## config.mk

```make
export PLATFORM = sky130hd
export DESIGN_NAME = mem_wb_stage
export DESIGN_NICKNAME = d
export VERILOG_FILES = /design/src/rtl/mem_wb_stage.sv
export SDC_FILE = /design/constraint.sdc
export NUM_CORES = 1
export LEC_CHECK = 0
export CAP_MARGIN = 5
export CORE_AREA = 5 5 104 106
export CTS_CLUSTER_DIAMETER = 60
export DETAILED_ROUTE_END_ITERATION = 8
export DIE_AREA = 0 0 109 111
export PLACE_DENSITY = 0.72
export SLEW_MARGIN = 40
export SYNTH_ARGS = -nofsm -noshare
export SYNTH_HDL_FRONTEND = slang
export SYNTH_SLANG_ARGS = --single-unit
export TNS_END_PERCENT = 100
```

## constraint.sdc

```tcl
create_clock -name clk -period 2.3 [get_ports clk]
set_clock_uncertainty 0.2 [all_clocks]
set_input_delay 0.46 -clock clk [delete_from_list [all_inputs] [get_ports clk]]
set_output_delay 0.46 -clock clk [all_outputs]
set_load 0.05 [all_outputs]
```

## src/rtl/mem_wb_stage.sv

```systemverilog
// MEM/WB pipeline register: captures the memory-stage slot, extracts and extends sub-word
// load data, selects writeback data, flags misaligned loads and counts retired instructions.
module mem_wb_stage #(
  parameter int CNT_W = 32
) (
  input  logic             clk,
  input  logic             reset,
  input  logic             stall,
  input  logic             flush,
  input  logic             in_valid,
  input  logic             in_reg_write,
  input  logic             in_mem_to_reg,
  input  logic [1:0]       in_load_size,
  input  logic             in_load_unsigned,
  input  logic [4:0]       in_write_reg,
  input  logic [31:0]      alu_result,
  input  logic [31:0]      mem_data_out,
  output logic             wb_valid,
  output logic             wb_reg_write,
  output logic [4:0]       wb_write_reg,
  output logic [31:0]      wb_write_data,
  output logic             misalign_err,
  output logic [CNT_W-1:0] retire_count
);

  localparam logic [1:0] SIZE_BYTE = 2'b00;
  localparam logic [1:0] SIZE_HALF = 2'b01;

  logic [1:0]  addr_lo;
  logic [7:0]  byte_lane;
  logic [15:0] half_lane;
  logic [31:0] load_data;
  logic [31:0] wb_data_next;
  logic        misaligned;
  logic        reg_write_next;

  assign addr_lo = alu_result[1:0];

  always_comb begin
    byte_lane = 8'h00;
    case (addr_lo)
      2'd0: byte_lane = mem_data_out[7:0];
      2'd1: byte_lane = mem_data_out[15:8];
      2'd2: byte_lane = mem_data_out[23:16];
      2'd3: byte_lane = mem_data_out[31:24];
      default: byte_lane = 8'h00;
    endcase
    half_lane = addr_lo[1] ? mem_data_out[31:16] : mem_data_out[15:0];
  end

  // Reserved size 2'b11 behaves as a full word.
  always_comb begin
    load_data  = mem_data_out;
    misaligned = 1'b0;
    case (in_load_size)
      SIZE_BYTE: begin
        load_data = {{24{byte_lane[7] & ~in_load_unsigned}}, byte_lane};
      end
      SIZE_HALF: begin
        load_data  = {{16{half_lane[15] & ~in_load_unsigned}}, half_lane};
        misaligned = addr_lo[0];
      end
      default: begin
        load_data  = mem_data_out;
        misaligned = (addr_lo != 2'd0);
      end
    endcase
    misaligned     = misaligned & in_valid & in_mem_to_reg;
    wb_data_next   = in_mem_to_reg ? load_data : alu_result;
    reg_write_next = in_valid & in_reg_write & (in_write_reg != 5'd0) & ~misaligned;
  end

  always_ff @(posedge clk) begin
    if (reset) begin
      wb_valid      <= 1'b0;
      wb_reg_write  <= 1'b0;
      wb_write_reg  <= 5'd0;
      wb_write_data <= 32'd0;
      misalign_err  <= 1'b0;
      retire_count  <= '0;
    end else if (flush) begin
      wb_valid      <= 1'b0;
      wb_reg_write  <= 1'b0;
      wb_write_reg  <= 5'd0;
      wb_write_data <= 32'd0;
      misalign_err  <= 1'b0;
    end else if (stall) begin
      // Hold everything but do not repeat an error pulse.
      misalign_err <= 1'b0;
    end else begin
      wb_valid      <= in_valid;
      wb_reg_write  <= reg_write_next;
      wb_write_reg  <= in_write_reg;
      wb_write_data <= wb_data_next;
      misalign_err  <= misaligned;
      if (in_valid && !misaligned) begin
        retire_count <= retire_count + 1'b1;
      end
    end
  end

endmodule

```

## Word-level counts from Yosys, hierarchy flattened

Cells that the tools add are included.
Widths: inputs -> output; s select.

- Add/sub/neg operators: 1
- Multiply operators: 0
- Divide/modulo/power cells: 0
- Order comparisons: 0
- Eq/ne operators: 4
- Shift operators: 0
- Multiplexer cells: 5
- Bitwise logic cells: 11
- Reduce and logical (&&, ||, !) cells: 9

Operators with widths:

| kind | count |
|---|---|
| $pmux 32 s2 | 1 |
| $add 32x1->32 const B | 1 |
| $mux 32 | 1 |
| $pmux 8 s4 | 1 |
| $mux 16 | 1 |
| $and 1x1->1 | 7 |
| $reduce_bool 5->1 | 1 |
| $eq 2x1->1 const B | 2 |
| $eq 2x2->1 const B | 2 |
| $logic_not 2->1 | 2 |
| $not 1->1 | 4 |
| $reduce_and 3->1 | 1 |
| $reduce_or 3->1 | 1 |
| $pmux 1 s2 | 1 |
| $reduce_bool 2->1 | 1 |
| $reduce_or 2->1 | 1 |
| $logic_and 1x1->1 | 1 |
| $logic_not 1->1 | 1 |

- Flip-flop bits (word level): 72
- Bits in latches: 0
- Bits in writable memories: 0
- Bits in read-only memories: 0
- Input port bits: 79
- Word-level logic and storage cells: 36
- Memories kept: 0

## Depth between registers and ports, before layout

Gate-level depths: netlist of run 1.

- Word-level depth: 7
- Gate-level depth with buffers: 7
- Mapped depth without buffers: 6

## Worst setup path before layout of run 1

Ideal clock, no wire load.

- Path kind: reg2reg
- From: register retire_count[2]
- To: register retire_count[31]
- Library setup time: 70 ps
- Arrival time: 2080 ps
- Required time: 2030 ps
- Slack: -51 ps
- Cell stages (with the launch flop): 8
- Buffers on the path: 2
- Path through: dfxtp_1 buf_2 and3_1 and3_1 clkbuf_1 nand4_1 or3_1 a21oi_1

- Word-level cells in the longest chain between the ends: 1

Ends and longest elaborated chain:

| element | line | text |
|---|---|---|
| from (decl) | 23 | `output logic [CNT_W-1:0] retire_count` |
| from (signal assigned) | 97 | `retire_count <= retire_count + 1'b1;` |
| $add 32x1->32 | 97 |  |

No other way between the ends.
A chain may end at the register's enable or synchronous reset.

## Worst setup path in the final report of run 1

- From: input alu_result[0]
- To: register retire_count[3]

- Word-level cells in the longest chain between the ends: 7

Ends and longest elaborated chain:

| element | line | text |
|---|---|---|
| from (decl) | 16 | `input logic [31:0] alu_result,` |
| $reduce_bool 2->1 | 65 | `misaligned = (addr_lo != 2'd0);` |
| $pmux 1 s2 (*) | 55 | `case (in_load_size)` |
| $and 1x1->1 (*) (2 in series) | 68 | `misaligned = misaligned & in_valid & in_mem_to_reg;` |
| $logic_not 1->1 (*) | 96 | `if (in_valid && !misaligned) begin` |
| $logic_and 1x1->1 (*) | 96 |  |
| $reduce_and 3->1 (no source line) (*) | -- |  |

Every way passes the cells marked *; elsewhere a longest branch is shown, timed or not.

==> results list, run 1 <==
- Hold buffer count at CTS: 0
- In the routed design, unresolved DRC markers number 0.
- After clock tree synthesis, the clock-pin slew on the worst setup and hold paths is 0.08 ns.
- The HPWL after detailed placement is 9.708 mm.
- Post-detailed-route count of antenna-violating nets: 0
- Port Buffer Count: 150
* Routed length per placed instance: 16.72 um
- Final setup vio count: 0
* Classification of the worst setup path: input port to flop
- Core Util, Final: 60.53%
- Summing over every cut layer, the via total after detailed routing is 4,150.
- Die Width: 109 um
- For the final routed database, the setup TNS stands at 0 ns.
* Endpoint arrival time on the critical path: 2.36 ns
- The worst setup path is launched from an input port.
- Entering global routing, the biggest net connects 38 pins.
- The mapped netlist covers 3680 um2.
- Dividing the final minimum period by the clock period gives 99.49%.
- After synthesis, flip-flops and latches occupy 39.17% of the total area.
* Clk buf depth: 2
- The number of antenna violations at the first check in global routing came to 0.
* Top cells by area in the synthesized netlist: sky130_fd_sc_hd__dfxtp_1 (39%), sky130_fd_sc_hd__o21ai_0 (7.1%), sky130_fd_sc_hd__a21oi_1 (4.8%)
* Design Area, Final: 5862 um2
- Cells after synthesis: 448
- Count of pins over their slew limit: 0
- Number of global-route vias before repair: 4,070
- Synth Register Bits: 72
* Area growth syn-to-layout: 59.30%
* Critical Path Max Stage Delay: 0.56 ns
* Cells along the critical path: clkdlybuf4s50_1 > o211a_1 > or4_4 > buf_12 > or3_1 > a21oi_1
- Fraction of layout cells with a size suffix above 1: 13.69%
* Count of synthesis-stage warnings from yosys: 0
* Maximum net fanout on the critical path: 7
- Leak: 2.552 nW
- The synthesized design spends more area on one cell type than any other, namely sky130_fd_sc_hd__dfxtp_1.
- Required time worst endpoint: 2.37 ns
- The die covers 12,100 um2.
- DR vias/cell: 5.453
* Overall global routing resource usage: 21.41%
* Residual overflow from global routing: 0
* Number of sinks on the clock net: 72
- Die Y-Extent: 111 um
* Rel. slew slack: 64.31%
- Clk_lat worst skew: 0.35 ns
- CTS built an H-tree with a depth of 3.
- The tool flagged a number of max-cap violations equal to 0.
* I/O pin count: 151
- Count of inserted antenna diode cells: 0
- In this run, the number of DRC markers left after iteration 0 of detailed routing was 218.
- Of all flip-flops after synthesis, the portion carrying an async set or reset was 0%.
* Total Wirelength: 12.73 mm
* Type of destination of the critical path: flop
* Worst-margin pin slew: 0.5345 ns
* Highest attainable clock frequency: 0.4370 GHz
* TritonCTS clock tree: yes
- After the flow finishes, the layout carries non-filler instances totaling 761.
* Cell type of the slowest stage on the worst timing path: sky130_fd_sc_hd__or4_4
- Num rows: 36
- Synth cell types: 49
- Wire length of the first global-routing pass: 20.73 mm
- RSZ-0062 raised after global routing: true
* Most numerous cell in the Yosys netlist: sky130_fd_sc_hd__dfxtp_1
- After detailed placement, the total cell area comes to 5565 um2.
- Most used DFF post-synth: sky130_fd_sc_hd__dfxtp_1
- The core region is 9684 um2.
- The net count of the finished layout is 703.
* Post-Place Cells: 745
- Run status: complete, no violations
- Power spread over the standard cell area amounts to 535.8 nW/um2.
* CTS buffer count: 9
- Length of the first detailed-routing pass in iterations: 5
- The number of nets handed over by synthesis was 528.
- VDD IR-drop max: 0.3042 mV
* Initial cell density of the core: 38.00%
- The synthesized design contains 0 enable-type register cells.
- The tree is rooted in a sky130_fd_sc_hd__clkbuf_8.
- Min-delay worst type: flop to flop
- After synthesis, the most frequently instantiated cells are sky130_fd_sc_hd__dfxtp_1 (72), sky130_fd_sc_hd__o21ai_0 (52), sky130_fd_sc_hd__nor2_1 (42), sky130_fd_sc_hd__nand2_1 (39), sky130_fd_sc_hd__a21oi_1 (35).
- Total Power Consumption: 3.141 mW
- # Post-CTS Setup Buffers: 0
- The clock period could shrink to 2.288 ns.
- Dividing the synthesized area by the synthesized cell count gives 8.214 um2.
- Hold Violations, Final: 0
- At the end of routability-driven placement, the weighted congestion stood at 0.8938.
- The synthesized design devotes to its leading area cell type 39.17% of total area.
power breakdown:
group,internal [mW],switching [mW]
Sequential,1.27,0.0169
Clock,0.734,0.536
Combinational,0.277,0.304
Total,2.28,0.857
cell usage in the layout (no fill, tap or decap), drive strengths merged, types with 3 or more instances in the layout:
cell type	synthesis	layout
a21o	9	9
a21oi	35	35
a22o	9	9
a22oi	13	13
a31oi	6	6
and3	10	10
and4	4	4
buf	8	49
bufinv	0	3
clkbuf	24	9
clkdlybuf4s50	0	128
dfxtp	72	72
dlygate4sd2	0	4
dlymetal6s2s	0	15
inv	3	5
mux2	6	6
mux2i	7	7
nand2	39	39
nand3	15	15
nand4	11	11
nor2	42	42
nor2b	10	10
nor3	15	15
nor4	4	4
o21ai	53	53
o221ai	5	5
or3	5	5
xnor2	9	9
xor2	11	11
worst paths after layout:
| check | startpoint | endpoint | slack [ns] | cells past startpoint |
|---|---|---|---|---|
| hold / removal | wb_write_data[30] | wb_write_data[30] | 0.26 | 2 |
| hold reg to reg | wb_write_data[30] | wb_write_data[30] | 0.26 | 2 |
| setup reg to reg | retire_count[5] | retire_count[31] | 0.19 | 6 |
| setup / recovery | alu_result[0] | retire_count[3] | 0.01 | 6 |
through the flow:
step / worst slack (ns) / hold slack, ns
detailed placement: -0.4598 / 0.2399
global placement: -0.4005 / 0.2362
CTS: 0.001769 / 0.2647
floorplan: 0.005599 / 0.3761
global route: -0.01830 / 0.2879
finish: 0.01178 / 0.2649
metal layers:
metal  global-route usage, %  wire length [um]  vias to the layer above
met3                   6.057              1080                       24
li1                        -                 -                     1987
met2                   34.03              6091                      183
met4                   8.586               333                        0
met5                       0                 0                        -
met1                   27.04              5219                     1956
area by class of cell:
class,instances,area (um2)
fill,845,3822
multi-input combinational,341,2100
timing repair buffer,196,1888
sequential,72,1446
tap,133,166.4
clock inverter,7,126.4
clock buffer,9,123.9
inverter,3,11.26
what timing repair did:
item                                   CTS  global route
setup endpoints to repair               37            23
gates resized for setup                  4            18
endpoints found under the hold margin    0             0
pin swaps                                0             0
cells by family after synthesis:
kind of cell    Yosys count  share of synthesized area, %
compound gates          140                         23.19
mux                      15                         5.066
fa+ha+maj                 1                        0.3400
simple gates            165                         23.43
xor+xnor                 20                         4.760
buf+inv                  35                         4.046
flops                    72                         39.17
worst max-delay path, delay by kind of cell:
kind                   cells  cell delay, ns
and+or+nand+nor            2            0.90
buffers and inverters      2            0.61
AOI/OAI and AO/OA          2            0.40
Note: power is estimated with default switching activity, not from simulation.
==> run 2, diff against run 1 <==
--- a/config.mk
+++ b/config.mk
@@ -6,11 +6,11 @@
 export NUM_CORES = 1
 export LEC_CHECK = 0
 export CAP_MARGIN = 5
-export CORE_AREA = 5 5 104 106
+export CORE_AREA = 5 5 95 97
 export CTS_CLUSTER_DIAMETER = 60
 export DETAILED_ROUTE_END_ITERATION = 8
-export DIE_AREA = 0 0 109 111
-export PLACE_DENSITY = 0.72
+export DIE_AREA = 0 0 100 102
+export PLACE_DENSITY = 0.82
 export SLEW_MARGIN = 40
 export SYNTH_ARGS = -nofsm -noshare
 export SYNTH_HDL_FRONTEND = slang
==> constraint.sdc (replaced) <==
create_clock -name clk -period 2.85 [get_ports clk]
set_clock_uncertainty 0.2 [all_clocks]
set_input_delay 0.57 -clock clk [delete_from_list [all_inputs] [get_ports clk]]
set_output_delay 0.57 -clock clk [all_outputs]
set_load 0.05 [all_outputs]
==> results list, run 2 (synthesized netlist as in run 1, its figures left out) <==
- The first global-routing pass estimated 18.96 mm of wire.
- Top Family by Delay on Critical Path: buffers and inverters
- Of the total power, registers draw 43.7%.
- In this run the power spent charging and discharging nets is 0.6349 mW.
* Residual overflow from global routing: 0
- TritonCTS built the clock tree.
* Number of global-route vias before repair: 3,863
* Power density over the cells: 426.1 nW/um2
- Die Y-Extent: 102 um
- Net switching fraction of the power: 26.66%
- Highest attainable clock frequency: 0.3979 GHz
- The flow ran to the end, and the final reports show no timing, DRC or antenna violations.
- The path class of the tightest hold or removal check is flop to flop.
- Overall via count from detail_route: 4,011
- The clock reaches the later pin of the worst-skew pair after 0.34 ns.
- Fraction of layout cells with a size suffix above 1: 9.076%
- Die area: 10,200 um2
* Final setup vio count: 0
- Type of destination of the critical path: output pin
* Initial antenna violation count: 0
* Half-perimeter wire length after detailed placement: 9.455 mm
* Rel. slew slack: 62.74%
- On the final layout, the worst hold slack is 0.2642 ns.
* Max-cap violations: 0
- Worst-case reg-to-reg path depth: 5
- Endpoint of the worst-slack reg-to-reg timing path: retire_count[31]
* Cell type of the slowest stage on the worst timing path: sky130_fd_sc_hd__clkdlybuf4s50_1
* Capturing instance or port of the critical path: retire_count[2]
- I/O pin count: 151
- Combinational cells account for 18.6% of the total power.
* Worst-margin pin slew: 0.5572 ns
- Tracing the worst setup path back leads to its startpoint at retire_count[2].
* Overall global routing resource usage: 23.28%
- The smallest clock period supported by the final layout is computed as 2.513 ns.
- Setup repair after global routing left no endpoint under its margin.
* Clk buf depth: 2
- Clock-pin slew reported for the worst setup and hold paths after clock tree synthesis: 0.08 ns
* Leak: 2.129 nW
* Total Wirelength: 12.09 mm
* TNS Setup: 0 ns
- Total number of nets in the final design: 681
- The clock network is responsible for 37.6% of the overall power.
* Share of the clock period used by the worst path after layout: 88.19%
- Num rows: 33
- The count of cells in the finished layout, fillers not included, comes to 711.
- In this run, post-CTS repair resized a total of 0 instances.
- Commonest non-fill, non-tap cells in the layout: sky130_fd_sc_hd__clkdlybuf4s50_1 (150), sky130_fd_sc_hd__dfxtp_1 (72), sky130_fd_sc_hd__o21ai_0 (52)
- Maximum number of pins on one net before global-route repair: 41
* Number of DRC markers in iteration 0: 280
- In this run the number of cells on the critical path is 1.
- The worst hold path passes through 2 cells.
- The critical path is of the flop to output pin type.
- Count of pins over their slew limit: 0
- STA classifies the critical path startpoint as a flop.
* VDD IR-drop max: 0.2831 mV
* Endpoint arrival time on the critical path: 1.74 ns
- Maximum net fanout on the critical path: 10
- The die is 100 um wide.
- Hold buffer count at CTS: 0
- The tree is rooted in a sky130_fd_sc_hd__clkbuf_8.
- Port Buffer Count: 150
* DR vias/cell: 5.641
* Core region area: 8051 um2
- Counting both buffers and inverters, the worst setup path holds a total of 1.
- In this run the register-to-register setup slack is 0.56 ns.
* Core Util, Final: 69.40%
- The library cell used most frequently in the layout, excluding fill and tap cells, is sky130_fd_sc_hd__clkdlybuf4s50_1.
* Required time worst endpoint: 2.08 ns
- In this design, the stage delay of the slowest critical-path cell is 0.87 ns.
- The clock drives 72 sinks.
- Cells along the critical path: clkdlybuf4s50_1
- DRC viols: 0
* Internal power consumption: 1.746 mW
* Area growth syn-to-layout: 51.85%
- # Post-CTS Setup Buffers: 0
- Maximum level of the CTS H-tree: 3
- The number of antenna diodes in the final layout is 0.
- For this configuration, the core starts out at a cell density of 45.70%.
- The final count of hold timing violations is 0.
- Post-detailed-route count of antenna-violating nets: 0
* Fill cell count: 655
- RePlAce Congestion: 0.8676
* Seq. cell area: 1441 um2
- CTS buffer count: 9
- Routed length per placed instance: 17.01 um
* Total Power Consumption: 2.381 mW
* Critical R2R Launch: retire_count[3]
- The first detailed-routing pass took 5 iterations.
- Counting tap cells, the placed design contains a total of 695 instances.
- Summing all multi-input logic gate instances after layout gives 2090 um2.
[run 2: area by class of cell]
class	instances	area share (%)
Tap cell	105	2.351
Multi-Input combinational cell	341	37.39
Clock inverter	6	1.478
Inverter	3	0.2015
Sequential cell	72	25.79
Clock buffer	10	2.463
Timing Repair Buffer	174	30.32
[run 2: stage by stage]
| stage | setup slack, ns | cell area [um2] |
|---|---|---|
| floorplan | 0.4967 | 3680 |
| global placement | 0.05669 | 5368 |
| detailed placement | 0.006740 | 5368 |
| CTS | 0.3157 | 5588 |
| global route | 0.2449 | 5588 |
| finish | 0.3366 | 5588 |
[run 2: per-layer routing]
layer	part of all wire [%]	up-vias	wire, um	track usage (%)
li1	-	1936	-	-
met1	41	1863	4922	29.05
met2	48	181	5766	37.46
met3	8.1	31	974	6.143
met4	3.5	0	429	11.50
met5	0	-	0	0
[run 2: tightest hold or removal path, cell delays in order, from the launching register on]
cell and delay (ns):
sky130_fd_sc_hd__dfxtp_1 0.34, sky130_fd_sc_hd__nand2_1 0.05, sky130_fd_sc_hd__o21ai_0 0.05
[run 2: worst min path at each step]
stage	start	end	slack (ns)
floorplan	wb_write_data[27]	wb_write_data[27]	0.47
finish	wb_write_data[23]	wb_write_data[23]	0.26
global route	wb_write_data[12]	wb_write_data[12]	0.28
global placement	wb_write_data[16]	wb_write_data[16]	0.23
CTS	wb_write_data[23]	wb_write_data[23]	0.27
detailed placement	wb_write_data[14]	wb_write_data[14]	0.24
[run 2: power groups by stage]
stage,clock network (mW),logic (mW),registers (mW)
CTS,0.911,0.441,1.04
detailed placement,0,0.439,1.06
floorplan,0,0.142,1.14
global route,0.959,0.471,1.04
global placement,0,0.432,1.06
finish,0.896,0.443,1.04
